$ cat config.mk
export PLATFORM = sky130hd
export DESIGN_NAME = popcount_l2_cfu
export DESIGN_NICKNAME = d
export VERILOG_FILES = /design/src/rtl/popcount_pkg.sv /design/src/rtl/popcount_tree.sv /design/src/rtl/popcount_l2_cfu.sv
export SDC_FILE = /design/constraint.sdc
export NUM_CORES = 1
export LEC_CHECK = 0
export ABC_CLOCK_PERIOD_IN_PS = 9240
export BUFFER_PORTS_ARGS = -buffer_cell sky130_fd_sc_hd__buf_4
export CAP_MARGIN = 20
export CORE_AREA = 2 2 172 174
export DETAILED_ROUTE_END_ITERATION = 8
export DIE_AREA = 0 0 174 176
export PLACE_DENSITY_LB_ADDON = 0.08
export SLEW_MARGIN = 20
export SYNTH_ARGS = -nofsm -noshare
export SYNTH_HDL_FRONTEND = slang
export SYNTH_SLANG_ARGS = --single-unit
$ cat constraint.sdc
create_clock -name clk -period 9.24 [get_ports clk]
set_input_delay 1.386 -clock clk [delete_from_list [all_inputs] [get_ports clk]]
set_output_delay 1.386 -clock clk [all_outputs]
set_load 0.005 [all_outputs]
$ cat src/rtl/popcount_pkg.sv
// popcount_pkg: shared types and helpers
// for the popcount CFU and its count tree.
package popcount_pkg;

  localparam int CFU_STATUS_W = 3;

  localparam logic [CFU_STATUS_W-1:0]
    CFU_OK = 3'd0;
  localparam logic [CFU_STATUS_W-1:0]
    CFU_ERROR_CUSTOM = 3'd2;

  typedef enum logic [2:0] {
    POP    = 3'd0,
    POPAND = 3'd1,
    HAMM   = 3'd2,
    ACC    = 3'd3,
    ACCRD  = 3'd4
  } func_e;

  function automatic int count_w(
    input int w
  );
    return $clog2(w + 1);
  endfunction

  function automatic bit legal_w(
    input int w
  );
    return (w == 32) || (w == 64) ||
           (w == 128);
  endfunction

  function automatic logic [2:0] pop6(
    input logic [5:0] x
  );
    logic [2:0] s;
    s = '0;
    for (int i = 0; i < 6; i++)
      s = s + {2'b00, x[i]};
    return s;
  endfunction

endpackage

$ cat src/rtl/popcount_tree.sv
// popcount_tree: 6:3 compressors, 4-way adds
// and a final adder, optionally registered.
module popcount_tree
  import popcount_pkg::*;
#(
  parameter int W    = 32,
  parameter int PIPE = 2,
  parameter int FW   = 3,
  localparam int CW  = count_w(W)
) (
  input  logic          clk,
  input  logic          rst_n,
  input  logic          i_adv,
  input  logic          i_valid,
  input  logic [FW-1:0] i_func,
  input  logic [W-1:0]  i_data,
  output logic          o_valid,
  output logic [FW-1:0] o_func,
  output logic [CW-1:0] o_count
);

  localparam int N2 = (W + 23) / 24;
  localparam int N1 = 4 * N2;
  localparam int PW = 6 * N1;

  logic [PW-1:0]      w_pad;
  logic [N1-1:0][2:0] w_c1;
  logic [N1-1:0][2:0] w_s1;
  logic [N2-1:0][4:0] w_c2;
  logic [N2-1:0][4:0] w_s2;
  logic [CW-1:0]      w_c3;
  logic               w_v1;
  logic               w_v2;
  logic [FW-1:0]      w_f1;
  logic [FW-1:0]      w_f2;

  assign w_pad = PW'(i_data);

  // level 1: six-bit slices to 3-bit counts
  always_comb begin
    w_c1 = '0;
    for (int g = 0; g < N1; g++)
      w_c1[g] = pop6(w_pad[6*g +: 6]);
  end

  if (PIPE >= 1) begin : g_s1
    logic               r_v;
    logic [FW-1:0]      r_f;
    logic [N1-1:0][2:0] r_c;
    // stage 1 register
    always_ff @(posedge clk or negedge rst_n) begin
      if (!rst_n) begin
        r_v <= 1'b0;
        r_f <= '0;
        r_c <= '0;
      end else if (i_adv) begin
        r_v <= i_valid;
        r_f <= i_func;
        r_c <= w_c1;
      end
    end
    assign w_v1 = r_v;
    assign w_f1 = r_f;
    assign w_s1 = r_c;
  end else begin : g_n1
    assign w_v1 = i_valid;
    assign w_f1 = i_func;
    assign w_s1 = w_c1;
  end

  // level 2: sum groups of four counts
  always_comb begin
    w_c2 = '0;
    for (int j = 0; j < N2; j++)
      w_c2[j] = 5'(w_s1[4*j])
              + 5'(w_s1[4*j+1])
              + 5'(w_s1[4*j+2])
              + 5'(w_s1[4*j+3]);
  end

  if (PIPE >= 2) begin : g_s2
    logic               r_v;
    logic [FW-1:0]      r_f;
    logic [N2-1:0][4:0] r_c;
    // stage 2 register
    always_ff @(posedge clk or negedge rst_n) begin
      if (!rst_n) begin
        r_v <= 1'b0;
        r_f <= '0;
        r_c <= '0;
      end else if (i_adv) begin
        r_v <= w_v1;
        r_f <= w_f1;
        r_c <= w_c2;
      end
    end
    assign w_v2 = r_v;
    assign w_f2 = r_f;
    assign w_s2 = r_c;
  end else begin : g_n2
    assign w_v2 = w_v1;
    assign w_f2 = w_f1;
    assign w_s2 = w_c2;
  end

  // level 3: final adder
  always_comb begin
    w_c3 = '0;
    for (int j = 0; j < N2; j++)
      w_c3 = w_c3 + CW'(w_s2[j]);
  end

  if (PIPE >= 3) begin : g_s3
    logic          r_v;
    logic [FW-1:0] r_f;
    logic [CW-1:0] r_c;
    // stage 3 register
    always_ff @(posedge clk or negedge rst_n) begin
      if (!rst_n) begin
        r_v <= 1'b0;
        r_f <= '0;
        r_c <= '0;
      end else if (i_adv) begin
        r_v <= w_v2;
        r_f <= w_f2;
        r_c <= w_c3;
      end
    end
    assign o_valid = r_v;
    assign o_func  = r_f;
    assign o_count = r_c;
  end else begin : g_n3
    assign o_valid = w_v2;
    assign o_func  = w_f2;
    assign o_count = w_c3;
  end

endmodule

$ cat src/rtl/popcount_l2_cfu.sv
// popcount_l2_cfu: pipelined popcount CFU with
// masked/hamming modes and an accumulator.
module popcount_l2_cfu
  import popcount_pkg::*;
#(
  parameter int CFU_DATA_W    = 32,
  parameter int CFU_CFU_ID_W  = 0,
  parameter int CFU_FUNC_ID_W = 3,
  parameter int PIPE          = 2,
  localparam int CID_W =
    (CFU_CFU_ID_W > 0) ? CFU_CFU_ID_W : 1,
  localparam int FW = CFU_FUNC_ID_W,
  localparam int DW = CFU_DATA_W,
  localparam int CW = count_w(CFU_DATA_W)
) (
  input  logic                    clk,
  input  logic                    rst_n,
  input  logic                    req_valid,
  output logic                    req_ready,
  input  logic [CID_W-1:0]        req_cfu,
  input  logic [FW-1:0]           req_func,
  input  logic [DW-1:0]           req_data0,
  input  logic [DW-1:0]           req_data1,
  output logic                    resp_valid,
  input  logic                    resp_ready,
  output logic [CFU_STATUS_W-1:0] resp_status,
  output logic [DW-1:0]           resp_data
);

  if (!legal_w(CFU_DATA_W)) begin : g_bad_w
    $error("CFU_DATA_W must be 32, 64 or 128");
  end
  if (CFU_FUNC_ID_W < 3) begin : g_bad_f
    $error("CFU_FUNC_ID_W must be >= 3");
  end
  if (PIPE < 0 || PIPE > 3) begin : g_bad_p
    $error("PIPE must be 0..3");
  end

  logic                    w_adv;
  logic                    w_fand;
  logic                    w_fxor;
  logic [DW-1:0]           w_op;
  logic                    w_t_valid;
  logic [FW-1:0]           w_t_func;
  logic [CW-1:0]           w_t_count;
  logic [DW-1:0]           w_cnt;
  logic                    w_is_cnt;
  logic                    w_is_acc;
  logic                    w_is_rd;
  logic [DW-1:0]           w_data_nxt;
  logic [DW-1:0]           w_acc_nxt;
  logic [CFU_STATUS_W-1:0] w_stat_nxt;
  logic                    w_unused;

  logic                    r_resp_valid;
  logic [CFU_STATUS_W-1:0] r_status;
  logic [DW-1:0]           r_data;
  logic [DW-1:0]           r_acc;

  assign w_unused = ^req_cfu;

  assign w_adv     = !r_resp_valid || resp_ready;
  assign req_ready = w_adv;

  assign w_fand = req_func == FW'(POPAND);
  assign w_fxor = req_func == FW'(HAMM);

  // operand pre-combine per function
  always_comb begin
    w_op = req_data0;
    unique case (1'b1)
      w_fand:  w_op = req_data0 & req_data1;
      w_fxor:  w_op = req_data0 ^ req_data1;
      default: w_op = req_data0;
    endcase
  end

  popcount_tree #(
    .W    (DW),
    .PIPE (PIPE),
    .FW   (FW)
  ) u_tree (
    .clk     (clk),
    .rst_n   (rst_n),
    .i_adv   (w_adv),
    .i_valid (req_valid && w_adv),
    .i_func  (req_func),
    .i_data  (w_op),
    .o_valid (w_t_valid),
    .o_func  (w_t_func),
    .o_count (w_t_count)
  );

  assign w_cnt    = DW'(w_t_count);
  assign w_is_cnt = (w_t_func == FW'(POP))
                 || (w_t_func == FW'(POPAND))
                 || (w_t_func == FW'(HAMM));
  assign w_is_acc = w_t_func == FW'(ACC);
  assign w_is_rd  = w_t_func == FW'(ACCRD);

  // result, status and next accumulator
  always_comb begin
    w_data_nxt = '0;
    w_stat_nxt = CFU_OK;
    w_acc_nxt  = r_acc;
    unique case (1'b1)
      w_is_cnt: w_data_nxt = w_cnt;
      w_is_acc: begin
        w_acc_nxt  = r_acc + w_cnt;
        w_data_nxt = r_acc + w_cnt;
      end
      w_is_rd: begin
        w_data_nxt = r_acc;
        w_acc_nxt  = '0;
      end
      default: w_stat_nxt = CFU_ERROR_CUSTOM;
    endcase
  end

  // output register and accumulator
  always_ff @(posedge clk or negedge rst_n) begin
    if (!rst_n) begin
      r_resp_valid <= 1'b0;
      r_status     <= CFU_OK;
      r_data       <= '0;
      r_acc        <= '0;
    end else if (w_adv) begin
      r_resp_valid <= w_t_valid;
      if (w_t_valid) begin
        r_status <= w_stat_nxt;
        r_data   <= w_data_nxt;
        r_acc    <= w_acc_nxt;
      end
    end
  end

  assign resp_valid  = r_resp_valid;
  assign resp_status = r_status;
  assign resp_data   = r_data;

endmodule

==> results of run 1 <==
[Yosys cell counts (6+ instances only)]
master    instances
and3_1            6
a21oi_1          29
nand3_1          21
nor2_1           26
a21o_1            9
ha_1             57
xor2_1            7
nor3_1           11
inv_1            28
clkbuf_1         34
o311ai_0          8
dfrtp_1         100
a22oi_1          37
buf_2            10
o21ai_0          32
a31oi_1          19
nand4_1           7
buf_4             6
nand2_1         201
fa_1             23
o211ai_1         14
or4_1             8
a211oi_1          6
[tightest hold or removal path, stage by stage (launching register included)]
cell and delay [ns]:
dfrtp_1 0.35, nand2_1 0.05, nand2_1 0.05
[per-stage QoR]
stage / area (um2) / total power (uW) / cells / setup WS [ns] / hold WS (ns)
after floorplan: 7102 / 1374 / 806 / 4.944 / 0.4386
after global placement: 8248 / 1722 / 1253 / 4.481 / 0.4529
after detailed placement: 8248 / 1725 / 1253 / 4.453 / 0.4589
after CTS: 8536 / 2118 / 1269 / 4.828 / 0.4772
after global routing: 8539 / 2276 / 1269 / 4.634 / 0.5035
final: 8539 / 2076 / 1269 / 4.853 / 0.4738
[sequential cells by signal (all words and copies together), names as in the netlist]
| name | cells |
|---|---|
| r_acc | 32 |
| u_tree.o_func | 3 |
| u_tree.g_s1.r_c | 17 |
| resp_valid | 1 |
| u_tree.g_s1.r_f | 3 |
| u_tree.g_s2.r_c | 9 |
| resp_data | 32 |
| u_tree.g_s1.r_v | 1 |
| resp_status | 1 |
| u_tree.o_valid | 1 |
[routing by layer]
layer	GRT usage, %	share of wire (%)
met1	19.67	49
met2	23.14	45
met3	2.885	4.8
met4	4.202	1.3
met5	0	0
[layout make-up]
class                   instances  area, um2  share of cell area [%]
inverters                      29      108.9                   1.275
clock buffers                   9      225.2                   2.637
clock inverters                 7      62.56                  0.7326
well taps                     384      480.5                   5.626
multi-input cells             622       4270                   50.01
flip-flops and latches        100       2502                   29.30
repair buffers                118      889.6                   10.42
[placed cells by master, fill, tap and decap left out, types with 3 or more instances in the layout]
cell type | synthesis | routed
a211o_1 | 5 | 5
a211oi_1 | 6 | 6
a21o_1 | 9 | 9
a21oi_1 | 29 | 29
a221o_1 | 3 | 3
a22oi_1 | 37 | 37
a31oi_1 | 19 | 19
a41oi_1 | 3 | 3
and3_1 | 6 | 6
and4_1 | 3 | 3
buf_4 | 6 | 117
clkbuf_16 | 0 | 9
dfrtp_1 | 100 | 100
fa_1 | 23 | 23
ha_1 | 57 | 57
inv_1 | 28 | 28
mux2i_1 | 3 | 3
nand2_1 | 201 | 201
nand3_1 | 21 | 21
nand3b_1 | 3 | 3
nand4_1 | 7 | 7
nor2_1 | 26 | 25
nor3_1 | 11 | 11
nor3b_2 | 1 | 3
nor4_1 | 4 | 4
o2111ai_1 | 4 | 4
o211ai_1 | 14 | 14
o21ai_0 | 32 | 32
o221ai_1 | 3 | 3
o22a_1 | 3 | 3
o311a_1 | 4 | 4
o311ai_0 | 8 | 8
o311ai_1 | 3 | 3
o31ai_1 | 5 | 5
or2_1 | 3 | 3
or3_1 | 5 | 5
or4_1 | 8 | 8
xnor2_1 | 3 | 3
xor2_1 | 7 | 7
[worst paths after layout]
| check | startpoint | to | slack, ns | cells after the start |
|---|---|---|---|---|
| min in group asynchronous | rst_n | resp_data[2]$_DFFE_PN0P_ | 0.96 | 1 |
| worst max register to register | u_tree.g_s2.r_c[0]$_DFFE_PN0N_ | resp_data[11]$_DFFE_PN0P_ | 5.42 | 11 |
| worst max-delay path | req_func[1] | u_tree.g_s1.r_c[10]$_DFFE_PN0N_ | 4.85 | 15 |
| worst min-delay path | u_tree.g_s1.r_f[1]$_DFFE_PN0N_ | u_tree.g_s1.r_f[1]$_DFFE_PN0N_ | 0.47 | 2 |
| worst min register to register | u_tree.g_s1.r_f[1]$_DFFE_PN0N_ | u_tree.g_s1.r_f[1]$_DFFE_PN0N_ | 0.47 | 2 |
| max in group asynchronous | rst_n | u_tree.o_func[2]$_DFFE_PN0N_ | 7.25 | 2 |
[kinds of logic after synthesis]
| kind of cell | after synthesis | share of synthesized area [%] |
|---|---|---|
| buffers and inverters | 84 | 4.953 |
| other | 1 | 0.05283 |
| XOR/XNOR | 10 | 1.234 |
| AND/OR/NAND/NOR | 315 | 20.17 |
| adder cells (fa/ha/maj) | 80 | 16.53 |
| multiplexers | 3 | 0.4231 |
| AO/OA/AOI/OAI | 212 | 21.38 |
| flip-flops | 100 | 35.25 |
[power by group]
| part | internal, uW | switching, uW |
|---|---|---|
| sequential | 552 | 99.9 |
| clock | 187 | 190 |
| combinational | 436 | 612 |
| total | 1170 | 901 |
==> metrics.cfg, run 1 <==
[synth]
synth_top_area_share_pct=35.25
synthFlopType=dfrtp_1
synth_edf_count=0
ys_seq_area_share_pct=35.25
ys_ff_latch=100
postSynthAreaPerCell_um2=8.817
yosys-top-cells-area=dfrtp_1, nand2_1, ha_1, fa_1, a22oi_1
ys_warn_count=0
synth_area_leader_cell=dfrtp_1
synthDistinctLibCells=75
synth_cells=805
ys_async_sr_fraction_pct=100.0
syn_area_um2=7098

[placed_design]
dp_hpwl_um=15580
port-buffer-count=105
place_congestion=0.7818

[clock_tree]
clockBufferDepth=2
cts.sinks=100
ctsHoldBuffers=0
cts_tree=done
ctsResizeCount=0
path_clk_slew_ns=0.07
post_cts_buffers=0
worstSkewPairLatency_ns=0.36
cts_htree_levels=3
root_buffer=clkbuf_16
cts_made_buffers=9

[timing]
drv_slew=0
skew_ns=0.01566
fin_setup_tns_ns=0
rsz0062_at_grt=false
min_period_ns=4.387
worst_pin_slew_ns=0.9159
finalSetupViolCount=0
slew_headroom_pct=38.74
max_clock_freq_mhz=227.9
min_period_over_period_pct=47.48
hold_violations=0

[floorplanning]
design.core.area_um2=28550
start_util_pct=24.86
core.rowCount=62
io_pins=109
die_h_um=176
die-area_um2=30620
dieWidth_um=174

[detailed_routing]
drc=0
drt-initial-drc-count=316
drt-wirelength-per-cell_um=17.01
vias=6072
viasPerCell=4.785
drt-total-wl_um=21590
firstDrtPassIters=4
antenna_left=0

[cells_and_area]
area_growth_pct=20.31
drive_gt1_share_pct=17.63
fill_cells=3115
antenna_cells=0
post-route-util_pct=29.91
nNetsFinal=1032

[status]
outcome=complete, no violations

[power]
p_per_area_nw_per_um2=243.1
ir_drop_uv=82.37
p_leak_uw=0.004044

[setup_path]
worstPathArrival_ns=4.60
crit_slowest_cell=fa_1
slowest_delay_ns=0.54
crit_chain=buf_4 -> nor3b_2 -> buf_4 -> nor2_2 -> buf_4 -> nand2_1 -> nand2_1 -> ha_1 -> inv_1 -> fa_1 -> inv_1 -> fa_1 -> fa_1 -> nand2_1 -> o21ai_0
end_kind=register
cp-start-kind=input pin
cp.required_ns=9.46
cp_top_family=adder cells
cp_num_buf_inv=5
worstSetupPathType=in -> reg
crit_fanout=33

[hold_path]
hold_class=reg -> reg

[grt]
grt_start_max_net_pins=74
grt_pass1_vias=6245
grt_overflow_total=0
grt_pass1_wl_um=35220
grt_use_total_pct=14.41
antenna_found_initial=0

[job]
max_cap_violations=0

No activity file was read; power rests on OpenSTA's default activity.
==> run 2, diff against run 1 <==
Settings changed: ABC_CLOCK_PERIOD_IN_PS 9240 to 3900.
Clock period 9.24 ns to 3.9 ns, I/O delays scaled along.
==> metrics.cfg, run 2 (synthesis results as in run 1) <==
[timing]
finalSetupViolCount=0  ; unchanged
min_period_ns=3.529
min_period_over_period_pct=90.48
max_clock_freq_mhz=283.4
hold_violations=0  ; unchanged
drv_slew=0  ; unchanged
worst_pin_slew_ns=0.8442  ; was 0.9159 ns
fin_setup_tns_ns=0  ; unchanged
rsz0062_at_grt=false  ; unchanged
slew_headroom_pct=43.51  ; was 38.74%
skew_ns=0.01562  ; was 0.01566 ns

[setup_path]
cp.required_ns=4.16  ; was 9.46 ns
worstSetupPathType=reg -> reg  ; was in -> reg
crit_fanout=7  ; was 33
cp-start-kind=register  ; was input pin
end_kind=register  ; unchanged
worstPathArrival_ns=3.79  ; was 4.60 ns

[detailed_routing]
drt-total-wl_um=22130  ; was 21590 um
vias=6156  ; was 6072
antenna_left=0  ; unchanged
drc=0  ; unchanged
viasPerCell=4.809  ; was 4.785
drt-initial-drc-count=391  ; was 316
firstDrtPassIters=5  ; was 4
drt-wirelength-per-cell_um=17.29  ; was 17.01 um

[status]
outcome=complete, no violations  ; unchanged

[cells_and_area]
layout_commonest_cell=nand2_1  ; unchanged
antenna_cells=0  ; unchanged
nNetsFinal=1043  ; was 1032
area_growth_pct=22.03  ; was 20.31%
post-route-util_pct=30.34  ; was 29.91%
mostFrequentLayoutCells=nand2_1, buf_4, dfrtp_1, ha_1, a22oi_1  ; unchanged
drive_gt1_share_pct=18.75  ; was 17.63%

[placed_design]
place_congestion=0.7816  ; was 0.7818
dp_hpwl_um=16120  ; was 15580 um
port-buffer-count=105  ; unchanged

[job]
max_cap_violations=0  ; unchanged

[clock_tree]
post_cts_buffers=0  ; unchanged
worstSkewPairLatency_ns=0.36  ; about the same
ctsHoldBuffers=0  ; unchanged
ctsResizeCount=0  ; unchanged
cts_htree_levels=3  ; unchanged
cts_tree=done  ; unchanged
root_buffer=clkbuf_16  ; unchanged
clockBufferDepth=2  ; unchanged
path_clk_slew_ns=0.08  ; was 0.07 ns
cts.sinks=100  ; unchanged
cts_made_buffers=9  ; unchanged

[floorplanning]
die_h_um=176  ; unchanged
die-area_um2=30620  ; unchanged
dieWidth_um=174  ; unchanged
io_pins=109  ; unchanged
design.core.area_um2=28550  ; unchanged
start_util_pct=24.86  ; unchanged
core.rowCount=62  ; unchanged

[power]
p_per_area_nw_per_um2=584.3  ; was 243.1 nW/um2
ir_drop_uv=229.8  ; was 82.37 uV
p_leak_uw=0.004124  ; was 0.004044 uW

[grt]
grt_pass1_vias=6356  ; was 6245
antenna_found_initial=0  ; unchanged
grt_use_met3_pct=3.165  ; was 2.885%
use_met1_pct=20.69  ; was 19.67%
grt_overflow_total=0  ; unchanged
grt_start_max_net_pins=47  ; was 74
grt_use_met2_pct=23.52  ; was 23.14%
busiest_layer=met2  ; unchanged
grt_pass1_wl_um=36020  ; was 35220 um
grt_use_total_pct=14.81  ; was 14.41%

[hold_path]
hold_class=in -> async  ; was reg -> reg

-- run 2: cell type report --
class                           instances  area [um2]
Fill cell                            3112       19890
Timing Repair Buffer                  129       980.9
Clock inverter                          6       76.32
Multi-Input combinational cell        622        4274
Clock buffer                           10       239.0
Sequential cell                       100        2502
Tap cell                              384       480.5
Inverter                               29       108.9
-- run 2: final timing paths --
path | start | endpoint | slack, ns | cells after the start
hold / removal | rst_n | r_acc[22]$_DFFE_PN0P_ | 0.26 | 1
min in group clk | req_valid | u_tree.g_s1.r_v$_DFFE_PN0N_ | 0.44 | 3
max in group asynchronous | rst_n | resp_data[1]$_DFFE_PN0P_ | 2.75 | 2
setup reg to reg | u_tree.g_s2.r_c[0]$_DFFE_PN0N_ | resp_data[14]$_DFFE_PN0P_ | 0.37 | 11
hold reg to reg | u_tree.g_s1.r_v$_DFFE_PN0N_ | u_tree.g_s1.r_v$_DFFE_PN0N_ | 0.47 | 2
setup / recovery | u_tree.g_s2.r_c[0]$_DFFE_PN0N_ | resp_data[14]$_DFFE_PN0P_ | 0.37 | 11
-- run 2: layer usage --
layer  routed length, um  vias up  share of wire, %
met5                   0        -                 0
met4                 208        0              0.94
met3                1157       11               5.2
met2                9756      131                44
met1               11010     2929                50
li1                    -     3085                 -
-- run 2: critical path, cell delays in order, from the launching register on --
cell      delay [ns]
dfrtp_1         0.39
ha_1            0.23
fa_1            0.41
a21o_1          0.19
a21oi_1         0.26
xnor2_1         0.25
ha_1            0.32
and2_1          0.18
o221a_2         0.20
nor2_1          0.49
o21ai_0         0.18
a311oi_1        0.31
-- run 2: power by group --
part / switching (uW) / internal [uW] / total [uW]
clock: 462 / 530 / 992
sequential: 234 / 1310 / 1540
combinational: 1470 / 1060 / 2530
-- run 2: metrics by stage --
step,power [uW],area (um2),instances,setup slack [ns],hold WS [ns]
after floorplan,3256,7102,806,0.4048,0.2894
after global placement,4130,8343,1264,0.2496,0.4541
after detailed placement,4139,8343,1264,0.2104,0.4562
after CTS,5161,8658,1280,0.1869,0.2933
after global routing,5551,8662,1280,0.1934,0.3248
final,5062,8662,1280,0.3713,0.2630
==> run 3, diff against run 2 <==
==> constraint.sdc (replaced) <==
create_clock -name clk -period 3.9 [get_ports clk]
set_input_delay 1.17 -clock clk [delete_from_list [all_inputs] [get_ports clk]]
set_output_delay 1.17 -clock clk [all_outputs]
set_load 0.005 [all_outputs]
==> metrics.cfg, run 3 (synthesis results as in run 1) <==
[status]
outcome=complete, no violations  ; unchanged

[detailed_routing]
drt-initial-drc-count=333  ; was 391
drt-wirelength-per-cell_um=17.05  ; was 17.29 um
firstDrtPassIters=4  ; was 5
antenna_left=0  ; unchanged
viasPerCell=4.748  ; was 4.809
drt-total-wl_um=21960  ; was 22130 um
drc=0  ; unchanged
vias=6116  ; was 6156

[grt]
grt_use_total_pct=14.64  ; was 14.81%
grt_start_max_net_pins=58  ; was 47
grt_pass1_wl_um=35420  ; was 36020 um
grt_pass1_vias=6319  ; was 6356
grt_overflow_total=0  ; unchanged
antenna_found_initial=0  ; unchanged

[clock_tree]
ctsHoldBuffers=0  ; unchanged
clockBufferDepth=2  ; unchanged
cts_htree_levels=3  ; unchanged
ctsResizeCount=0  ; unchanged
cts.sinks=100  ; unchanged
cts_tree=done  ; unchanged
worstSkewPairLatency_ns=0.36  ; about the same
cts_made_buffers=9  ; unchanged
post_cts_buffers=0  ; unchanged
path_clk_slew_ns=0.07  ; was 0.08 ns
root_buffer=clkbuf_16  ; unchanged

[setup_path]
cp.required_ns=4.13  ; was 4.16 ns
reg2reg_depth=12  ; was 11
slowest_delay_ns=0.53  ; was 0.49 ns
ff2ff_setup_slack_ns=0.29  ; was 0.37 ns
crit_slowest_cell=fa_1  ; was nor2_1
cp_num_buf_inv=2  ; was 0
r2r_start=u_tree.g_s2.r_c[0]$_DFFE_PN0N_  ; unchanged
regToRegEndpoint=resp_data[11]$_DFFE_PN0P_  ; was resp_data[14]$_DFFE_PN0P_
cp-start-kind=input pin  ; was register
end_kind=register  ; unchanged
worstSetupPathType=in -> reg  ; was reg -> reg
cp_top_family=adder cells  ; was compound AO/OA/AOI/OAI gates
worstPathArrival_ns=3.89  ; was 3.79 ns
crit_fanout=20  ; was 7
crit_chain=buf_4 -> nor3b_4 -> nor2_2 -> buf_4 -> nand2_1 -> nand2_1 -> ha_1 -> fa_1 -> fa_1 -> fa_1 -> nand2_1 -> o21ai_0  ; was ha_1 -> fa_1 -> a21o_1 -> a21oi_1 -> xnor2_1 -> ha_1 -> and2_1 -> o221a_2 -> nor2_1 -> o21ai_0 -> a311oi_1

[floorplanning]
dieWidth_um=174  ; unchanged
die_h_um=176  ; unchanged
core.rowCount=62  ; unchanged
start_util_pct=24.86  ; unchanged
design.core.area_um2=28550  ; unchanged
die-area_um2=30620  ; unchanged
io_pins=109  ; unchanged

[hold_path]
worstHoldEndpoint=u_tree.g_s1.r_f[1]$_DFFE_PN0N_
min_from=u_tree.g_s1.r_f[1]$_DFFE_PN0N_
hold_class=reg -> reg  ; was in -> async
hold_depth=2

[cells_and_area]
fill_cells=3110  ; was 3112
drive_gt1_share_pct=19.25  ; was 18.75%
fin_cells=1288  ; was 1280
post-route-util_pct=30.72  ; was 30.34%
antenna_cells=0  ; unchanged
area_growth_pct=23.55  ; was 22.03%
nNetsFinal=1051  ; was 1043
mostFrequentLayoutCells=nand2_1, buf_4, dfrtp_1, ha_1, a22oi_1  ; unchanged
layout_commonest_cell=nand2_1  ; unchanged

[timing]
max_clock_freq_mhz=272.9  ; was 283.4 MHz
worst_pin_slew_ns=0.7954  ; was 0.8442 ns
hold_violations=0  ; unchanged
min_period_over_period_pct=93.95  ; was 90.48%
finalSetupViolCount=0  ; unchanged
whs_ns=0.4683  ; was 0.2630 ns
drv_slew=0  ; unchanged
skew_ns=0.01017  ; was 0.01562 ns
setup_ws_ns=0.2361  ; was 0.3713 ns
min_period_ns=3.664  ; was 3.529 ns
slew_headroom_pct=46.97  ; was 43.51%
rsz0062_at_grt=false  ; unchanged

[power]
ir_drop_uv=226.3  ; was 229.8 uV
p_leak_uw=0.004184  ; was 0.004124 uW
p_total_uw=5136  ; was 5062 uW
p_per_area_nw_per_um2=585.7  ; was 584.3 nW/um2

[placed_design]
port-buffer-count=105  ; unchanged
dp_hpwl_um=16110  ; was 16120 um
place_congestion=0.7492  ; was 0.7816
post-place-ws_ns=-0.1501  ; was 0.2104 ns
dp.cells=1272  ; was 1264

[job]
max_cap_violations=0  ; unchanged

-- run 3: cell count changes in the layout (fill, tap and decap cells not counted), moves of 2 or more --
cell,delta
bufinv_16,+2
nor3b_2,-2
inv_6,-2
buf_4,+7
nor3b_4,+2
-- run 3: cell type report --
cell class,instances,area [um2],area share (%)
inverter,29,108.9,1.241
multi-input combinational,622,4275,48.75
timing repair buffer,137,1054,12.01
sequential,100,2502,28.53
clock inverter,5,106.4,1.213
clock buffer,11,242.7,2.768
tap,384,480.5,5.479
-- run 3: routing by layer --
metal,part of all wire (%),global-route usage (%),routed length [um],vias to the layer above
met5,0,0,0,-
met4,1.1,3.501,252,0
met3,4.6,2.649,1009,18
met2,45,23.39,9925,146
met1,49,20.55,10770,2863
li1,-,-,-,3089
-- run 3: worst max path at each step --
stage	start	endpoint	depth (start not counted)
floorplan	req_func[0]	u_tree.g_s1.r_c[10]$_DFFE_PN0N_	13
global placement	req_func[1]	u_tree.g_s1.r_c[1]$_DFFE_PN0N_	12
detailed placement	req_func[1]	u_tree.g_s1.r_c[4]$_DFFE_PN0N_	12
CTS	req_func[1]	u_tree.g_s1.r_c[4]$_DFFE_PN0N_	12
global route	req_func[1]	u_tree.g_s1.r_c[4]$_DFFE_PN0N_	12
finish	req_func[1]	u_tree.g_s1.r_c[4]$_DFFE_PN0N_	12
-- run 3: power by group --
| part | internal (uW) | total (uW) | leakage [uW] | switching [uW] |
|---|---|---|---|---|
| clock | 649 | 1090 | 0.000166 | 440 |
| combinational | 1050 | 2500 | 0.00273 | 1450 |
| sequential | 1310 | 1540 | 0.00129 | 238 |
-- run 3: per-stage QoR --
stage	TNS [ns]	instance area, um2
final	0	8770
after global routing	0	8770
after CTS	0	8770
after detailed placement	-0.6864	8421
after global placement	-0.6023	8421
after floorplan	0	7118
-- run 3: worst min-delay path: cells and delay by family, from the launching register on --
family | cells | cell delay (ns)
AND/OR/NAND/NOR | 2 | 0.10
flip-flops | 1 | 0.34
